==> src/rtl/seq_mag_comparator_pkg.sv <==
// Shared types and elaboration helpers for the sequential magnitude comparator.
package seq_mag_comparator_pkg;

    typedef enum logic [1:0] {
        IDLE = 2'd0,
        CMP  = 2'd1,
        DONE = 2'd2
    } state_t;

    // Number of SLICE-bit digits in a WIDTH-bit operand.
    function automatic int unsigned nsl(input int unsigned width, input int unsigned slice);
        return width / slice;
    endfunction

    function automatic bit width_ok(input int unsigned width, input int unsigned slice);
        return (slice != 0) && (width >= slice) && ((width % slice) == 0);
    endfunction

endpackage

==> src/rtl/seq_mag_comparator_digit_cmp.sv <==
// Combinational SLICE-bit digit compare; invert_msb flips the top bit of both
// digits so the most significant digit orders as two's complement.
module seq_mag_comparator_digit_cmp #(
    parameter int unsigned SLICE = 4
) (
    input  logic [SLICE-1:0] a,
    input  logic [SLICE-1:0] b,
    input  logic             invert_msb,
    output logic             gt_c,
    output logic             lt_c
);

    logic [SLICE-1:0] flip;
    logic [SLICE-1:0] a_adj;
    logic [SLICE-1:0] b_adj;

    assign flip  = SLICE'(invert_msb) << (SLICE - 1);
    assign a_adj = a ^ flip;
    assign b_adj = b ^ flip;
    assign gt_c  = a_adj > b_adj;
    assign lt_c  = a_adj < b_adj;

endmodule

==> src/rtl/seq_mag_comparator.sv <==
// Digit-serial MSB-first magnitude comparator with early exit, start/busy/done
// handshake, registered results and a saturating equal-result counter.
module seq_mag_comparator
    import seq_mag_comparator_pkg::*;
#(
    parameter int unsigned WIDTH = 16,
    parameter int unsigned SLICE = 4,
    parameter int unsigned CNT_W = 8
) (
    input  logic             clk,
    input  logic             rst,
    input  logic             start,
    input  logic             signed_mode,
    input  logic [WIDTH-1:0] in_a,
    input  logic [WIDTH-1:0] in_b,
    output logic             busy,
    output logic             done,
    output logic             lt,
    output logic             eq,
    output logic             gt,
    output logic [WIDTH-1:0] max_out,
    output logic [WIDTH-1:0] min_out,
    output logic [CNT_W-1:0] eq_count
);

    localparam int unsigned NSL   = nsl(WIDTH, SLICE);
    localparam int unsigned IDX_W = (NSL > 1) ? $clog2(NSL) : 1;
    localparam logic [IDX_W-1:0] IDX_TOP = IDX_W'(NSL - 1);
    localparam logic [CNT_W-1:0] CNT_MAX = '1;

    if (!width_ok(WIDTH, SLICE)) begin : g_width_check
        $error("seq_mag_comparator: WIDTH must be a non-zero multiple of SLICE");
    end

    state_t           state;
    state_t           state_next;
    logic [WIDTH-1:0] a_q;
    logic [WIDTH-1:0] b_q;
    logic             signed_q;
    logic [IDX_W-1:0] idx;
    logic [SLICE-1:0] a_digit;
    logic [SLICE-1:0] b_digit;
    logic             dig_gt_c;
    logic             dig_lt_c;
    logic             load_c;
    logic             finish_c;

    assign a_digit  = SLICE'(a_q >> (SLICE * 32'(idx)));
    assign b_digit  = SLICE'(b_q >> (SLICE * 32'(idx)));
    assign load_c   = start && (state != CMP);
    assign finish_c = (state == CMP) && (state_next == DONE);

    seq_mag_comparator_digit_cmp #(
        .SLICE (SLICE)
    ) u_digit_cmp (
        .a          (a_digit),
        .b          (b_digit),
        .invert_msb (signed_q && (idx == IDX_TOP)),
        .gt_c       (dig_gt_c),
        .lt_c       (dig_lt_c)
    );

    // Next-state logic
    always_comb begin
        state_next = state;
        case (state)
            IDLE: if (start) state_next = CMP;
            CMP:  if (dig_gt_c || dig_lt_c || (idx == '0)) state_next = DONE;
            DONE: state_next = start ? CMP : IDLE;
            default: state_next = IDLE;
        endcase
    end

    always_ff @(posedge clk or posedge rst) begin
        if (rst) begin
            state    <= IDLE;
            a_q      <= '0;
            b_q      <= '0;
            signed_q <= 1'b0;
            idx      <= '0;
            busy     <= 1'b0;
            done     <= 1'b0;
            lt       <= 1'b0;
            eq       <= 1'b0;
            gt       <= 1'b0;
            max_out  <= '0;
            min_out  <= '0;
            eq_count <= '0;
        end else begin
            state <= state_next;
            busy  <= (state_next == CMP);
            done  <= (state_next == DONE);
            if (load_c) begin
                a_q      <= in_a;
                b_q      <= in_b;
                signed_q <= signed_mode;
                idx      <= IDX_TOP;
            end else if ((state == CMP) && (state_next == CMP)) begin
                idx <= idx - IDX_W'(1);
            end
            // Results only move on the CMP->DONE transition and hold otherwise
            if (finish_c) begin
                gt      <= dig_gt_c;
                lt      <= dig_lt_c;
                eq      <= !(dig_gt_c || dig_lt_c);
                max_out <= dig_lt_c ? b_q : a_q;
                min_out <= dig_lt_c ? a_q : b_q;
                if (!(dig_gt_c || dig_lt_c) && (eq_count != CNT_MAX)) begin
                    eq_count <= eq_count + CNT_W'(1);
                end
            end
        end
    end

endmodule
==> config.mk <==
export PLATFORM = sky130hd
export DESIGN_NAME = seq_mag_comparator
export DESIGN_NICKNAME = d
export VERILOG_FILES = /design/src/rtl/seq_mag_comparator_pkg.sv /design/src/rtl/seq_mag_comparator_digit_cmp.sv /design/src/rtl/seq_mag_comparator.sv
export SDC_FILE = /design/constraint.sdc
export NUM_CORES = 1
export LEC_CHECK = 0
export ABC_AREA = 1
export CAP_MARGIN = 20
export CORE_MARGIN = 2
export CORE_UTILIZATION = 47
export DETAILED_ROUTE_END_ITERATION = 10
export MAX_ROUTING_LAYER = met4
export PLACE_DENSITY = 0.78
export SETUP_SLACK_MARGIN = 0.15
export SLEW_MARGIN = 5
export SYNTH_ARGS = -nofsm -noshare
export SYNTH_HDL_FRONTEND = slang
export SYNTH_SLANG_ARGS = --single-unit
==> constraint.sdc <==
create_clock -name clk -period 2.7 [get_ports clk]
set_input_delay 0.54 -clock clk [delete_from_list [all_inputs] [get_ports clk]]
set_output_delay 0.54 -clock clk [all_outputs]
set_load 0.01 [all_outputs]
==> results of run 1 <==
==> cells in the final DEF, fill, tap and decap left out, types with 2 or more instances in the layout <==
| cell type | instances |
|---|---|
| a21oi_1 | 17 |
| buf_12 | 3 |
| buf_4 | 13 |
| buf_6 | 4 |
| clkbuf_1 | 3 |
| clkbuf_8 | 11 |
| clkdlybuf4s50_1 | 80 |
| dfrtp_1 | 80 |
| dfrtp_2 | 2 |
| ha_1 | 7 |
| inv_1 | 37 |
| inv_2 | 2 |
| inv_4 | 2 |
| nand2_1 | 207 |
| nand2_2 | 2 |
| nand4_1 | 3 |
| nor2_1 | 2 |
| nor2_4 | 3 |
| o21ai_0 | 66 |
| o21ai_1 | 18 |
| o21bai_1 | 8 |
| xor2_1 | 6 |
==> stage by stage <==
stage	setup WS (ns)	hold WS, ns
after detailed placement	0.117	0.464
after global placement	0.212	0.459
final	0.279	0.481
after floorplan	0.440	0.442
after CTS	0.216	0.485
after global routing	0.146	0.515
==> area by class of cell <==
type / count / area (µm²)
Inverter: 43 / 170
Tap cell: 105 / 131
Clock buffer: 14 / 163
Sequential cell: 82 / 2050
Fill cell: 687 / 3000
Timing Repair Buffer: 101 / 1010
Clock inverter: 2 / 35.0
Multi-Input combinational cell: 349 / 1660
==> cells by family (layout without fill, tap and decap cells) <==
logic type,after synthesis,in the layout,synth area share
adder cells (fa/ha/maj),7,7,0.0219
AO/OA/AOI/OAI,110,110,0.143
flip-flops,82,82,0.513
buffers and inverters,67,160,0.0744
XOR/XNOR,7,7,0.0153
AND/OR/NAND/NOR,225,225,0.232
==> what timing repair did <==
action                     4_1_cts  5_1_grt
hold buffers                     0        0
resized for setup                3       21
pin swaps                        0        1
setup endpoints to repair        6       46
buffers inserted                 0       10
==> registers in the layout (all words and copies together), names as in the netlist <==
register and count:
gt 1, a_q 16, signed_q 1, idx 2, done 1, busy 1
eq 1, state 2, min_out 16, lt 1, max_out 16, eq_count 8
b_q 16
==> power by group through the flow <==
stage                     clock, µW  sequential (µW)  combinational [µW]
after floorplan                   0             2050                3240
after global placement            0             2020                4250
after detailed placement          0             2030                4410
after CTS                       913             2010                4490
after global routing            963             2070                5620
final                           895             2020                5040
==> worst min-delay path by stage <==
stage                      startpoint          end  slack (ns)  depth (start not counted)
final                     min_out[13]  min_out[13]        0.48                          2
after global routing      max_out[13]  max_out[13]        0.51                          2
after floorplan              signed_q     signed_q        0.44                          2
after CTS                 min_out[13]  min_out[13]        0.48                          2
after global placement             eq           eq        0.46                          2
after detailed placement  min_out[13]  min_out[13]        0.46                          2
==> worst register-to-register path: stages, from the launching register on <==
cell      delay [ns]
dfrtp_2         0.43
buf_2           0.18
ha_1            0.18
nand2_2         0.08
xor2_1          0.16
ha_1            0.30
nand2_1         0.08
clkinv_1        0.06
nand2_1         0.08
nand2_4         0.12
buf_6           0.13
nand4_4         0.15
buf_6           0.19
o21bai_1        0.12
nand2_1         0.07
==> per-layer routing <==
layer | part of all wire | wire (µm) | track usage | up-vias
met4 | 0.021 | 204 | 0.108 | 0
met2 | 0.46 | 4460 | 0.342 | 148
met3 | 0.062 | 608 | 0.0384 | 21
met1 | 0.46 | 4460 | 0.303 | 1634
li1 | - | - | - | 1755
met5 | 0 | 0 | - | -
==> results.py, run 1 <==
metrics = {
    "run_status": {
        "status": "completed",
    },
    "floorplan": {
        "io_pins": 81,
        "die_h_um": 96.3,
        "start_util": 0.487,
        "die_width_um": 96.3,
        "die_area_mm2": 0.00927,
        "rows": 33,
        "core_mm2": 0.00822,
    },
    "placement": {
        "place_area_mm2": 0.00491,
        "dp_cells": 670,
        "place_congestion": 0.935,
        "io_buffers": 80,
        "hpwl_um": 6890,
    },
    "synth": {
        "synth_edf_count": 0,
        "syn_nets": 541,
        "syn_inst": 498,
        "yosysSeqAreaShare": 0.513,
        "synth_most_common_cell": "nand2_1",
        "synth_cell_types": 28,
        "synth.area.top_cells": "dfrtp_1 (51%), nand2_1 (20%), o21ai_0 (8.5%), inv_1 (3.8%), ha_1 (2.2%)",
        "yosysWarnings": 0,
        "synth_common_cells": "nand2_1 (208), dfrtp_1 (82), o21ai_0 (68), inv_1 (40), a21oi_1 (17)",
        "synth_seq_cells": 82,
        "avgSynthCellArea_um2": 8.03,
        "async_reset_ff_frac": 1.00,
        "yosysTopAreaCell": "dfrtp_1",
        "synthFlopType": "dfrtp_1",
        "synth_top_area_share": 0.513,
        "syn_area_mm2": 0.00400,
    },
    "grt": {
        "grt-ovfl-total": 0,
        "grt_pass1_wl_um": 15500,
        "grt_max_degree": 83,
        "track_usage": 0.228,
        "grt_pass1_vias": 3270,
        "antenna_found_initial": 0,
    },
    "setup_path": {
        "ff2ff_setup_slack_ns": 0.28,
        "critical_path.cell_chain": "buf_2 > ha_1 > nand2_2 > xor2_1 > ha_1 > nand2_1 > clkinv_1 > nand2_1 > nand2_4 > buf_6 > nand4_4 > buf_6 > o21bai_1 > nand2_1",
        "slowest_stage": "dfrtp_2",
        "cp_data_arrival_time_ns": 2.66,
        "cp-end-kind": "flop",
        "r2r_end": "eq_count[1]",
        "path_buf_inv": 4,
        "r2r_cells": 14,
        "required_ns": 2.94,
        "endpoint": "eq_count[1]",
        "cpPeakStageDelay_ns": 0.43,
        "reg2reg_from": "idx[0]",
        "crit_family": "simple AND/OR/NAND/NOR gates",
        "startpoint": "idx[0]",
        "cp_num_cells": 14,
        "criticalPathCategory": "flop to flop",
        "crit_path_max_fanout": 6,
        "crit_path_start_kind": "flop",
        "worst_path_most_repeated_cell": "nand2_1",
    },
    "final_layout": {
        "design_area_mm2": 0.00522,
        "drive_gt1_frac": 0.0880,
        "fin_util": 0.635,
        "fin_nets": 629,
        "num_antenna_cells": 0,
        "fin_cells": 696,
        "area_delta_synth_final_pct": 30.5,
    },
    "sta": {
        "max_slew_margin": 0.702,
        "period_share": 0.897,
        "finalClockSkew_ns": 0.00626,
        "report.final.slew_viol_count": 0,
        "finalSetupViolations": 0,
        "rsz0062_at_grt": "no",
        "fin_crit_ns": 2.42,
        "tns_ns": 0,
        "hold_viol_final": 0,
        "fmax_ghz": 0.413,
        "worst_pin_slew_ns": 0.446,
    },
    "cts": {
        "insertion_delay_ns": 0.35,
        "cts-root-buf": "clkbuf_8",
        "cts_tree": "done",
        "clock_tree.buffer_depth": 2,
        "htree_num_levels": 3,
        "cts.sinks": 82,
        "cts_buffers": 9,
        "clk_pin_slew_worst_paths_ns": 0.08,
    },
    "detailed_routing": {
        "wl_per_cell_um": 14.0,
        "firstDrtPassIters": 5,
        "first_iter_violations": 242,
        "vias": 3558,
        "drc": 0,
        "vias_per_cell": 5.11,
        "drt_wl_total_um": 9740,
        "ant_nets": 0,
    },
    "power": {
        "power.switching_uw": 3680,
        "powerDensity_mw_per_mm2": 1520,
        "total_power_uw": 7950,
        "p_seq_frac": 0.254,
        "power_frac_clock": 0.112,
        "p_leak_uw": 0.00255,
        "p_comb_frac": 0.633,
        "peakVddDrop_mv": 1.24,
        "power.internal_uw": 4280,
        "p_sw_frac": 0.462,
    },
    "run": {
        "drv_cap": 0,
    },
    "worst_hold_path": {
        "hp-class": "flop to flop",
    },
}
(Power assumes the default switching activity.)
==> run 2, diff against run 1 <==
--- a/config.mk
+++ b/config.mk
@@ -12,6 +12,7 @@
 export DETAILED_ROUTE_END_ITERATION = 10
 export MAX_ROUTING_LAYER = met4
 export PLACE_DENSITY = 0.78
+export REMOVE_ABC_BUFFERS = 1
 export SETUP_SLACK_MARGIN = 0.15
 export SLEW_MARGIN = 5
 export SYNTH_ARGS = -nofsm -noshare
==> run 2 against run 1 <==
First-iteration DRC count decreased by 42%; core utilization up 1.5 points; sequential cell count unchanged; global-route usage fell by 0.98 points; critical path depth up 1; final area rose by 2.3%; critical path type unchanged; largest cell class unchanged.
==> results.py, run 2 (synthesized netlist as in run 1, its figures left out) <==
metrics = {
    "detailed_routing": {
        "ant_nets": 0,
        "wl_per_cell_um": 14.3,
        "first_iter_violations": 140,
        "drt_wl_total_um": 10000,
        "firstDrtPassIters": 5,
        "vias_per_cell": 5.10,
        "vias": 3556,
        "drc": 0,
    },
    "setup_path": {
        "crit_path_start_kind": "flop",
        "reg2reg_from": "idx[0]",
        "r2r_end": "eq_count[5]",
        "cp-end-kind": "flop",
        "required_ns": 2.94,
        "ff2ff_setup_slack_ns": 0.24,
        "criticalPathCategory": "flop to flop",
        "crit_path_max_fanout": 7,
        "cp_data_arrival_time_ns": 2.70,
        "r2r_cells": 15,
    },
    "grt": {
        "grt_pass1_wl_um": 15200,
        "antenna_found_initial": 0,
        "grt-ovfl-total": 0,
        "track_usage": 0.218,
        "grt_pass1_vias": 3212,
        "grt_max_degree": 57,
    },
    "worst_hold_path": {
        "hold_path_depth": 2,
        "hold_end": "eq",
        "hold_start": "eq",
        "hp-class": "flop to flop",
    },
    "sta": {
        "rsz0062_at_grt": "no",
        "hold_viol_final": 0,
        "report.final.slew_viol_count": 0,
        "finalClockSkew_ns": 0.00615,
        "max_slew_margin": 0.631,
        "worst_pin_slew_ns": 0.554,
        "period_share": 0.911,
        "fmax_ghz": 0.407,
        "finalSetupViolations": 0,
        "fin_crit_ns": 2.46,
    },
    "cts": {
        "clk_pin_slew_worst_paths_ns": 0.08,
        "cts.sinks": 82,
        "insertion_delay_ns": 0.35,
        "cts_buffers": 9,
        "htree_num_levels": 3,
        "clock_tree.buffer_depth": 2,
        "cts-root-buf": "clkbuf_8",
        "ctsHoldBuffers": 0,
        "cts_tree": "done",
    },
    "final_layout": {
        "mostFrequentLayoutCells": "nand2_1 (206), dfrtp_1 (81), clkdlybuf4s50_1 (80), o21ai_0 (62), inv_1 (37)",
        "area_delta_synth_final_pct": 33.6,
        "fillCellCount": 669,
        "fin_nets": 630,
        "layout_commonest_cell": "nand2_1",
        "design_area_mm2": 0.00534,
        "drive_gt1_frac": 0.0963,
        "num_antenna_cells": 0,
        "fin_cells": 697,
    },
    "power": {
        "p_leak_uw": 0.00259,
        "powerDensity_mw_per_mm2": 1550,
        "peakVddDrop_mv": 1.53,
    },
    "placement": {
        "hpwl_um": 6410,
        "place_congestion": 0.819,
        "place_area_mm2": 0.00490,
        "dp_cells": 669,
        "io_buffers": 80,
    },
    "run": {
        "drv_cap": 0,
    },
    "floorplan": {
        "start_util": 0.487,
        "die_width_um": 96.3,
        "die_area_mm2": 0.00927,
        "die_h_um": 96.3,
        "rows": 33,
        "core_mm2": 0.00822,
        "io_pins": 81,
    },
    "run_status": {
        "status": "completed",
    },
}
==> run 2: cell count changes in the layout (fill, tap and decap cells not counted), sizes merged <==
cell / before / now
buf: 21 / 18
clkbuf: 14 / 16
clkinvlp: 1 / 3
bufinv: 1 / 0
clkinv: 2 / 5
inv: 41 / 39
==> run 2: what timing repair did <==
| action | CTS | global route |
|---|---|---|
| hold endpoints to repair | 0 | 0 |
| setup endpoints to repair | 0 | 49 |
| buffers inserted | 0 | 7 |
| resized for setup | 0 | 35 |
==> run 2: through the flow <==
stage	setup TNS [ns]	utilization	worst slack [ns]	total power (µW)	hold WS [ns]
global placement	0	0.596	0.351	6290	0.464
finish	0	0.650	0.241	8280	0.482
CTS	0	0.619	0.156	7340	0.483
detailed placement	0	0.596	0.188	6470	0.464
global route	0	0.650	0.0944	9070	0.500
floorplan	-28.56	-	-0.782	4160	0.442
==> run 2: layout make-up <==
type / count / area [µm²] / area share
flip-flops and latches: 82 / 2050 / 0.384
repair buffers: 102 / 1110 / 0.207
inverters: 43 / 176 / 0.0330
clock inverters: 4 / 25.0 / 0.00468
multi-input cells: 349 / 1690 / 0.315
clock buffers: 12 / 165 / 0.0309
well taps: 105 / 131 / 0.0246
==> run 2: worst max path at each step <==
| stage | startpoint | to | slack (ns) |
|---|---|---|---|
| finish | idx[0] | eq_count[5] | 0.24 |
| global placement | idx[0] | max_out[9] | 0.35 |
| CTS | idx[0] | eq_count[2] | 0.16 |
| floorplan | idx[0] | max_out[11] | -0.78 |
| detailed placement | idx[0] | eq_count[2] | 0.19 |
| global route | idx[0] | eq_count[0] | 0.09 |
==> run 2: per-layer routing <==
| metal | share of wire | vias to the layer above | track usage |
|---|---|---|---|
| li1 | - | 1766 | - |
| met1 | 0.45 | 1684 | 0.297 |
| met2 | 0.49 | 92 | 0.337 |
| met3 | 0.046 | 14 | 0.0407 |
| met4 | 0.012 | 0 | 0.0607 |
| met5 | 0 | - | - |
==> run 2: critical path: stages, from the launching register on <==
cell	delay, ns
dfrtp_2	0.46
buf_6	0.14
o21ai_1	0.12
a21oi_1	0.06
a21oi_1	0.15
xor2_1	0.09
ha_1	0.33
nand2_2	0.08
clkinv_1	0.06
nand2_2	0.07
nand2_4	0.14
buf_8	0.14
nand4_4	0.14
buf_6	0.18
o21bai_1	0.13
nand2_1	0.07
==> run 2: power breakdown <==
| group | switching [µW] | leakage (µW) | internal, µW |
|---|---|---|---|
| clock network | 442 | 0.0000944 | 406 |
| logic | 3140 | 0.00147 | 2320 |
| registers | 277 | 0.00103 | 1690 |
